<file path="config.mk">
export PLATFORM = sky130hd
export DESIGN_NAME = ram2p_fifo_ctrl
export DESIGN_NICKNAME = d
export VERILOG_FILES = /design/src/rtl/ram2p_fifo_ctrl.sv
export SDC_FILE = /design/constraint.sdc
export NUM_CORES = 1
export LEC_CHECK = 0
export ABC_AREA = 1
export CAP_MARGIN = 5
export CORE_ASPECT_RATIO = 1.25
export CORE_MARGIN = 5
export CORE_UTILIZATION = 40
export CTS_CLUSTER_SIZE = 16
export DETAILED_ROUTE_END_ITERATION = 8
export PLACE_DENSITY_LB_ADDON = 0.2
export SYNTH_ARGS = -nofsm -noshare
export SYNTH_HDL_FRONTEND = slang
export SYNTH_SLANG_ARGS = --single-unit
export TNS_END_PERCENT = 50
</file>
<file path="constraint.sdc">
create_clock -name clk -period 3.8 [get_ports clk]
set_clock_uncertainty 0.1 [all_clocks]
set_input_delay 0.76 -clock clk [delete_from_list [all_inputs] [get_ports clk]]
set_output_delay 0.76 -clock clk [all_outputs]
set_load 0.05 [all_outputs]
</file>
<file path="src/rtl/ram2p_fifo_ctrl.sv">
// ram2p_fifo_ctrl: FIFO controller over a two-port RAM (A writes, B reads) with a 2-entry prefetch buffer.
// Define RAM2P_FIFO_FLUSH_EN to add the synchronous flush port.
module ram2p_fifo_ctrl #(
   parameter int DEPTH = 256,
   parameter int AWID  = 8,
   parameter int DWID  = 16
) (
   input  logic            clk,
   input  logic            rst,
`ifdef RAM2P_FIFO_FLUSH_EN
   input  logic            flush,
`endif
   input  logic            in_valid,
   output logic            in_ready,
   input  logic [DWID-1:0] in_data,
   output logic            out_valid,
   input  logic            out_ready,
   output logic [DWID-1:0] out_data,
   output logic [AWID:0]   level,
   output logic            a_we,
   output logic [AWID-1:0] a_addr,
   output logic [DWID-1:0] a_din,
   output logic            b_we,
   output logic [AWID-1:0] b_addr,
   output logic [DWID-1:0] b_din,
   input  logic [DWID-1:0] b_dout
);
   logic [AWID-1:0] wr_ptr, rd_ptr;
   logic [AWID:0]   ram_cnt;
   logic            inflight, run, fl, push, pop, rd_en;
   logic [1:0]      buf_cnt, cnt_left;
   logic [DWID-1:0] buf0, buf1;
`ifdef RAM2P_FIFO_FLUSH_EN
   assign fl = flush;
`else
   assign fl = 1'b0;
`endif
   function automatic logic [AWID-1:0] inc(input logic [AWID-1:0] p);
      return (p == AWID'(DEPTH - 1)) ? '0 : p + 1'b1;
   endfunction
   // run keeps in_ready low while rst is held and until the first edge after release
   always_comb begin
      in_ready  = run && !fl && (level < (AWID+1)'(DEPTH));
      push      = in_valid && in_ready;
      out_valid = buf_cnt != 2'd0;
      pop       = out_valid && out_ready;
      cnt_left  = buf_cnt - {1'b0, pop};
      rd_en     = !fl && (ram_cnt != '0) && ((cnt_left + {1'b0, inflight}) < 2'd2);
      a_we      = push;
      a_addr    = wr_ptr;
      a_din     = in_data;
      b_we      = 1'b0;
      b_addr    = rd_ptr;
      b_din     = '0;
      out_data  = buf0;
   end
   always_ff @(posedge clk or posedge rst) begin
      if (rst) begin
         run      <= 1'b0;
         wr_ptr   <= '0;
         rd_ptr   <= '0;
         ram_cnt  <= '0;
         inflight <= 1'b0;
         buf_cnt  <= '0;
         buf0     <= '0;
         buf1     <= '0;
         level    <= '0;
      end else begin
         run <= 1'b1;
         if (fl) begin
            wr_ptr   <= '0;
            rd_ptr   <= '0;
            ram_cnt  <= '0;
            inflight <= 1'b0;
            buf_cnt  <= '0;
            level    <= '0;
         end else begin
            if (push) wr_ptr <= inc(wr_ptr);
            if (rd_en) rd_ptr <= inc(rd_ptr);
            ram_cnt  <= ram_cnt + (AWID+1)'(push) - (AWID+1)'(rd_en);
            inflight <= rd_en;
            buf_cnt  <= cnt_left + {1'b0, inflight};
            // captured word lands in the first free slot after the head shift
            buf0     <= (pop && buf_cnt == 2'd2) ? buf1 : (inflight && cnt_left == 2'd0) ? b_dout : buf0;
            buf1     <= (inflight && cnt_left == 2'd1) ? b_dout : buf1;
            level    <= level + (AWID+1)'(push) - (AWID+1)'(pop);
         end
      end
   end
endmodule

</file>
==> After elaboration in Yosys (flattened, before gate mapping) <==
Index checks and enable logic that the tools add are counted.
{ "word_totals": {"output_inout_bits": 77, "input_bits": 36, "reg_bits": 70, "wordCells": 38} }
{ "op_classes": {"mux": 4, "n_reduce_logical": 11, "add_sub_neg": 8, "magnitude_cmp": 2, "eq_ne": 4} }
{ "op_table": {"columns": ["operator", "count"], "rows": [
  ["16-bit two-way mux", 2],
  ["9-bit by 1-bit adder with 9-bit output", 2],
  ["9-bit by 1-bit subtractor with 9-bit output", 2],
  ["8-bit by 1-bit adder with 8-bit output, second input constant", 2],
  ["8-bit == test, second input constant", 2],
  ["8-bit two-way mux", 2],
  ["9-bit < comparator, second input constant", 1],
  ["9-bit nonzero test", 1],
  ["1-bit logical AND", 7],
  ["2-bit nonzero test", 2],
  ["2-bit by 1-bit adder with 2-bit output", 1],
  ["2-bit by 1-bit == test with 1-bit output, second input constant", 1],
  ["2-bit == test, second input constant", 1],
  ["2-bit logical NOT", 1],
  ["2-bit < comparator, second input constant", 1],
  ["2-bit by 1-bit subtractor with 2-bit output", 1]
]} }

==> Depth between registers and ports, before layout <==
{ "depth": {"word_depth": 7, "depth_mapped": 19, "depth_no_buf": 19} }

==> Worst setup path after synthesis <==
Ideal clock, no wire load.
{ "synth_timing": {"path_kind": "input -> register", "startpoint": "input port out_ready", "endpoint": "register ram_cnt[8]", "path_buffers": 0, "setup_ps": 116, "path_stages": 17, "t_arrival_ps": 2882, "path_slack_ps": 702, "required_time_ps": 3584, "cell_sequence": "nand3_4 > o21ai_2 > ha_1 > inv_1 > nand3_1 > nand3_4 > inv_1 > ha_1 > inv_1 > ha_1 > inv_1 > fa_1 > nand3b_1 > nand2_1 > nand2_1 > nand3_1 > nand2_1"} }
{ "synth_via": {"elab_chain_cells": 6} }
{ "synth_lines": {"columns": ["element", "line_no", "source"], "rows": [
  ["start, declared", "17", "input logic out_ready,"],
  ["1-bit logical AND", "46", "pop = out_valid && out_ready;"],
  ["2-bit by 1-bit subtractor with 2-bit output", "47", "cnt_left = buf_cnt - {1'b0, pop};"],
  ["2-bit by 1-bit adder with 2-bit output", "48", "rd_en = !fl && (ram_cnt != '0) && ((cnt_left + {1'b0, inflight}) < 2'd2);"],
  ["2-bit < comparator", "48", null],
  ["1-bit logical AND", "48", null],
  ["net rd_en", "30", "logic inflight, run, fl, push, pop, rd_en;"],
  ["9-bit by 1-bit subtractor with 9-bit output", "80", "ram_cnt <= ram_cnt + (AWID+1)'(push) - (AWID+1)'(rd_en);"],
  ["end signal, assigned", "80", null],
  ["end, declared", "29", "logic [AWID:0] ram_cnt;"]
]} }
The timed path passes the listed nets, and every way through them passes these cells.
A chain may end at the register's enable or synchronous reset.

==> Final worst setup path <==
Ends and elaborated chain as after synthesis.

==> metrics.md <==
| Metric | Value |
|---|---|
| Final Core Density | between 40% and 50% |
| Die area | ~13000 um^2 |
| Unrepaired setup endpoints after global routing | no |
| TritonCTS Sinks | 70 |
| Static Leakage | 2.62 nW |
| CTS resizes | 0 |
| Warnings, synthesis | 0 |
| Share of post-route cells with drive strength above 1 | under 10% |
| Placer Congestion | roughly 0.78 |
| Post-synth ARST share | between 90% and 100% |
| DRC | 0 |
| Max Root-Sink Buffers | 2 |
| CP startpoint | out_ready |
| IO Port Bufs | 63 |
| WP buf/inv | 5 |
| Most common cell after layout, fill and taps aside | nand2_1 |
| HPWL Detailed | between 6000 and 7000 um |
| Minimum clock period | between 3 and 4 ns |
| Hold Path Depth | 2 |
| Vias in the first global route | roughly 3200 |
| CTS tree | built |
| VDD IR-drop max | approximately 340 uV |
| Post-CTS setup buffer count | 0 |
| Area growth, synth to finish | 21.4% |
| Stages on the worst setup path | 18 |
| CP Class | in -> reg |
| Power Dens Cells | about 1100 nW/um^2 |
| Total congestion overflow | 0 |
| Crit share post-route | between 90% and 100% |
| Net count, final | 631 |
| Max cap viols | 0 |
| TritonRoute pass-1 iters | 4 |
| Final Hold Fails | 0 |
| Placed cell areas | between 4000 and 5000 um^2 |
| ANT nets after route | 0 |
| Core region area | between 10000 and 15000 um^2 |
| Max stage delay on crit path | between 0.5 and 0.6 ns |
| H-tree levels | 3 |
| Setup violators final | 0 |
| CP Max Fanout | 6 |
| R2r setup slk | 0.88 ns |
| Final Max Tran Viols | 0 |
| GRT Overall Usage | approximately 14% |
| Max Fclk | roughly 0.28 GHz |
| Worst path top cell family by delay | adder cells |
| CP Capture Type | register |
| CP most frequent cell | inv_1 |
| Slew margin rel. | a little over half |
| Sequential share of the synthesized area | 41.9% |
| Starting Density | around two fifths |
| CTS clk-pin slew, worst paths | ~0.060 ns |
| Worst path slowest cell | clkdlybuf4s50_1 |
| Pre-CTS setup slack | -0.0706 ns |
| Design Area, Final | approximately 5000 um^2 |
| CP Cell Sequence | clkdlybuf4s50_1, nand3_4, o21ai_2, ha_1, inv_1, nand3_1, nand3_4, inv_1, ha_1, inv_1, ha_1, inv_1, fa_1, nand3b_1, nand2_1, nand2_1, nand3_1, nand2_1 |
| Synthesized flop and latch total | 70 |
| Iter 0 DRT Violations | about 120 |
| Total CTS buffers | 9 |
| Cell Rows | 41 |
| Via count | approximately 3300 |
| Finished Layout Cells | 703 |
| Via density | around 4.6 |
| Avg WL per Cell | roughly 12 um |
| Syn Inst Count | a little over 500 |
| Diodes inserted | 0 |
| Hold_sp | buf1[3]$_DFFE_PP0P_ |
| Most used DFF post-synth | dfrtp_1 |
| Outcome | finished clean |
| Startpoint class of the critical path | input pin |
| Largest net degree at the start of global routing | 50 |
| Initial antenna violation count | 0 |
| Worst R2R Path Depth | 18 |
| Global-route wire length before repair | 14700 um |
| Clk_lat worst skew | roughly 0.34 ns |
| Number of flops mapped to enable cells by yosys | 0 |
| Dpl cells | 688 |
| Commonest cells after routing, fill and taps aside | nand2_1 (136), inv_1 (70), dfrtp_1 (70) |
| Root Buffer | clkbuf_16 |
| I/O pin count | between 100 and 150 |
| Arrival time worst endpoint | approximately 3.6 ns |
| Hold Crit Class | reg -> reg |
| Area of the mapped netlist | between 4000 and 5000 um^2 |
| CP Data Required Time | around 3.9 ns |
| Die Ht | roughly 120 um |
| Syn avg cell area | 8.09 um^2 |
| Worst slew pin tran | a little over 0.7 ns |
| Die width | approximately 100 um |
| Final WL | around 8600 um |
| Post-route setup slack | 0.290 ns |
| Hold Buf Count CTS | 0 |
| Post-synth cell types | 31 |
| Reg2reg start | buf_cnt[0]$_DFF_PP0_ |
==> metrics by stage <==
stage / hold slack, ns / TNS [ns] / total power, mW
5_1_grt: 0.404 / 0 / 5.84
6_report: 0.385 / 0 / 5.37
4_1_cts: 0.384 / 0 / 5.44
2_1_floorplan: 0.356 / 0 / 3.77
3_5_place_dp: 0.369 / -0.140 / 4.52
3_3_place_gp: 0.363 / 0 / 4.44
==> cell families after synthesis <==
kind of cell / Yosys count / synth area share [%]
AO/OA/AOI/OAI: 54 / 8.32
adder cells (fa/ha/maj): 25 / 7.84
AND/OR/NAND/NOR: 236 / 24.3
buffers and inverters: 116 / 14.5
other: 2 / 0.180
XOR/XNOR: 14 / 2.93
flip-flops: 70 / 41.9
==> path summary, 6_finish.rpt <==
check	to
max in group asynchronous	buf1[9]$_DFFE_PP0P_
worst max register to register	ram_cnt[8]$_DFF_PP0_
worst min-delay path	buf1[3]$_DFFE_PP0P_
worst max-delay path	ram_cnt[8]$_DFF_PP0_
min in group asynchronous	a_addr[1]$_DFFE_PP0P_
worst min register to register	buf1[3]$_DFFE_PP0P_
==> cell type report <==
cell class / count / area (um^2)
tap: 129 / 161
fill: 990 / 5080
sequential: 70 / 1750
multi-input combinational: 347 / 1880
clock inverter: 6 / 87.6
clock buffer: 9 / 225
inverter: 72 / 270
timing repair buffer: 70 / 696
==> registers in the layout, summed over array words and instances (netlist names) <==
register  count
ram_cnt       9
buf_cnt       2
inflight      1
out_data     16
b_addr        8
run           1
level         9
a_addr        8
buf1         16
==> worst register-to-register path, stage by stage (launching register included) <==
cell and delay (ns):
dfrtp_1 0.38, inv_1 0.18, nand3_4 0.10, o21ai_2 0.08, ha_1 0.20, inv_1 0.05
nand3_1 0.13, nand3_4 0.08, inv_1 0.07, ha_1 0.22, inv_1 0.06, ha_1 0.17
inv_1 0.07, fa_1 0.39, nand3b_1 0.18, nand2_1 0.13, nand2_1 0.09, nand3_1 0.09
nand2_1 0.05
==> Yosys cell counts, types with 4 or more instances <==
master,number,share of area (%)
ha_1,23,6.9
xnor2_1,6,1.3
o21ai_2,16,3.4
nor2_1,41,3.7
nand2_1,136,12
nand3_1,43,5.1
xor2_1,8,1.7
buf_4,34,6.1
o21ai_1,7,0.84
buf_6,4,1.1
a21oi_1,22,2.6
inv_1,71,6.4
dfrtp_1,70,42
o21ai_0,4,0.48
==> routing by layer <==
| layer | global-route usage [%] | vias to the layer above | routed length [um] |
|---|---|---|---|
| met5 | 0 | - | 0 |
| met4 | 5.48 | 0 | 130 |
| li1 | - | 1674 | - |
| met2 | 23.3 | 66 | 4330 |
| met3 | 4.09 | 13 | 476 |
| met1 | 17.9 | 1511 | 3640 |
==> report_power, final <==
part	total [mW]	leakage, nW	internal (mW)	switching, mW
clock	0.892	0.155	0.570	0.321
combinational	3.11	1.61	1.10	2.01
sequential	1.37	0.860	1.11	0.261
(Power assumes the default switching activity.)
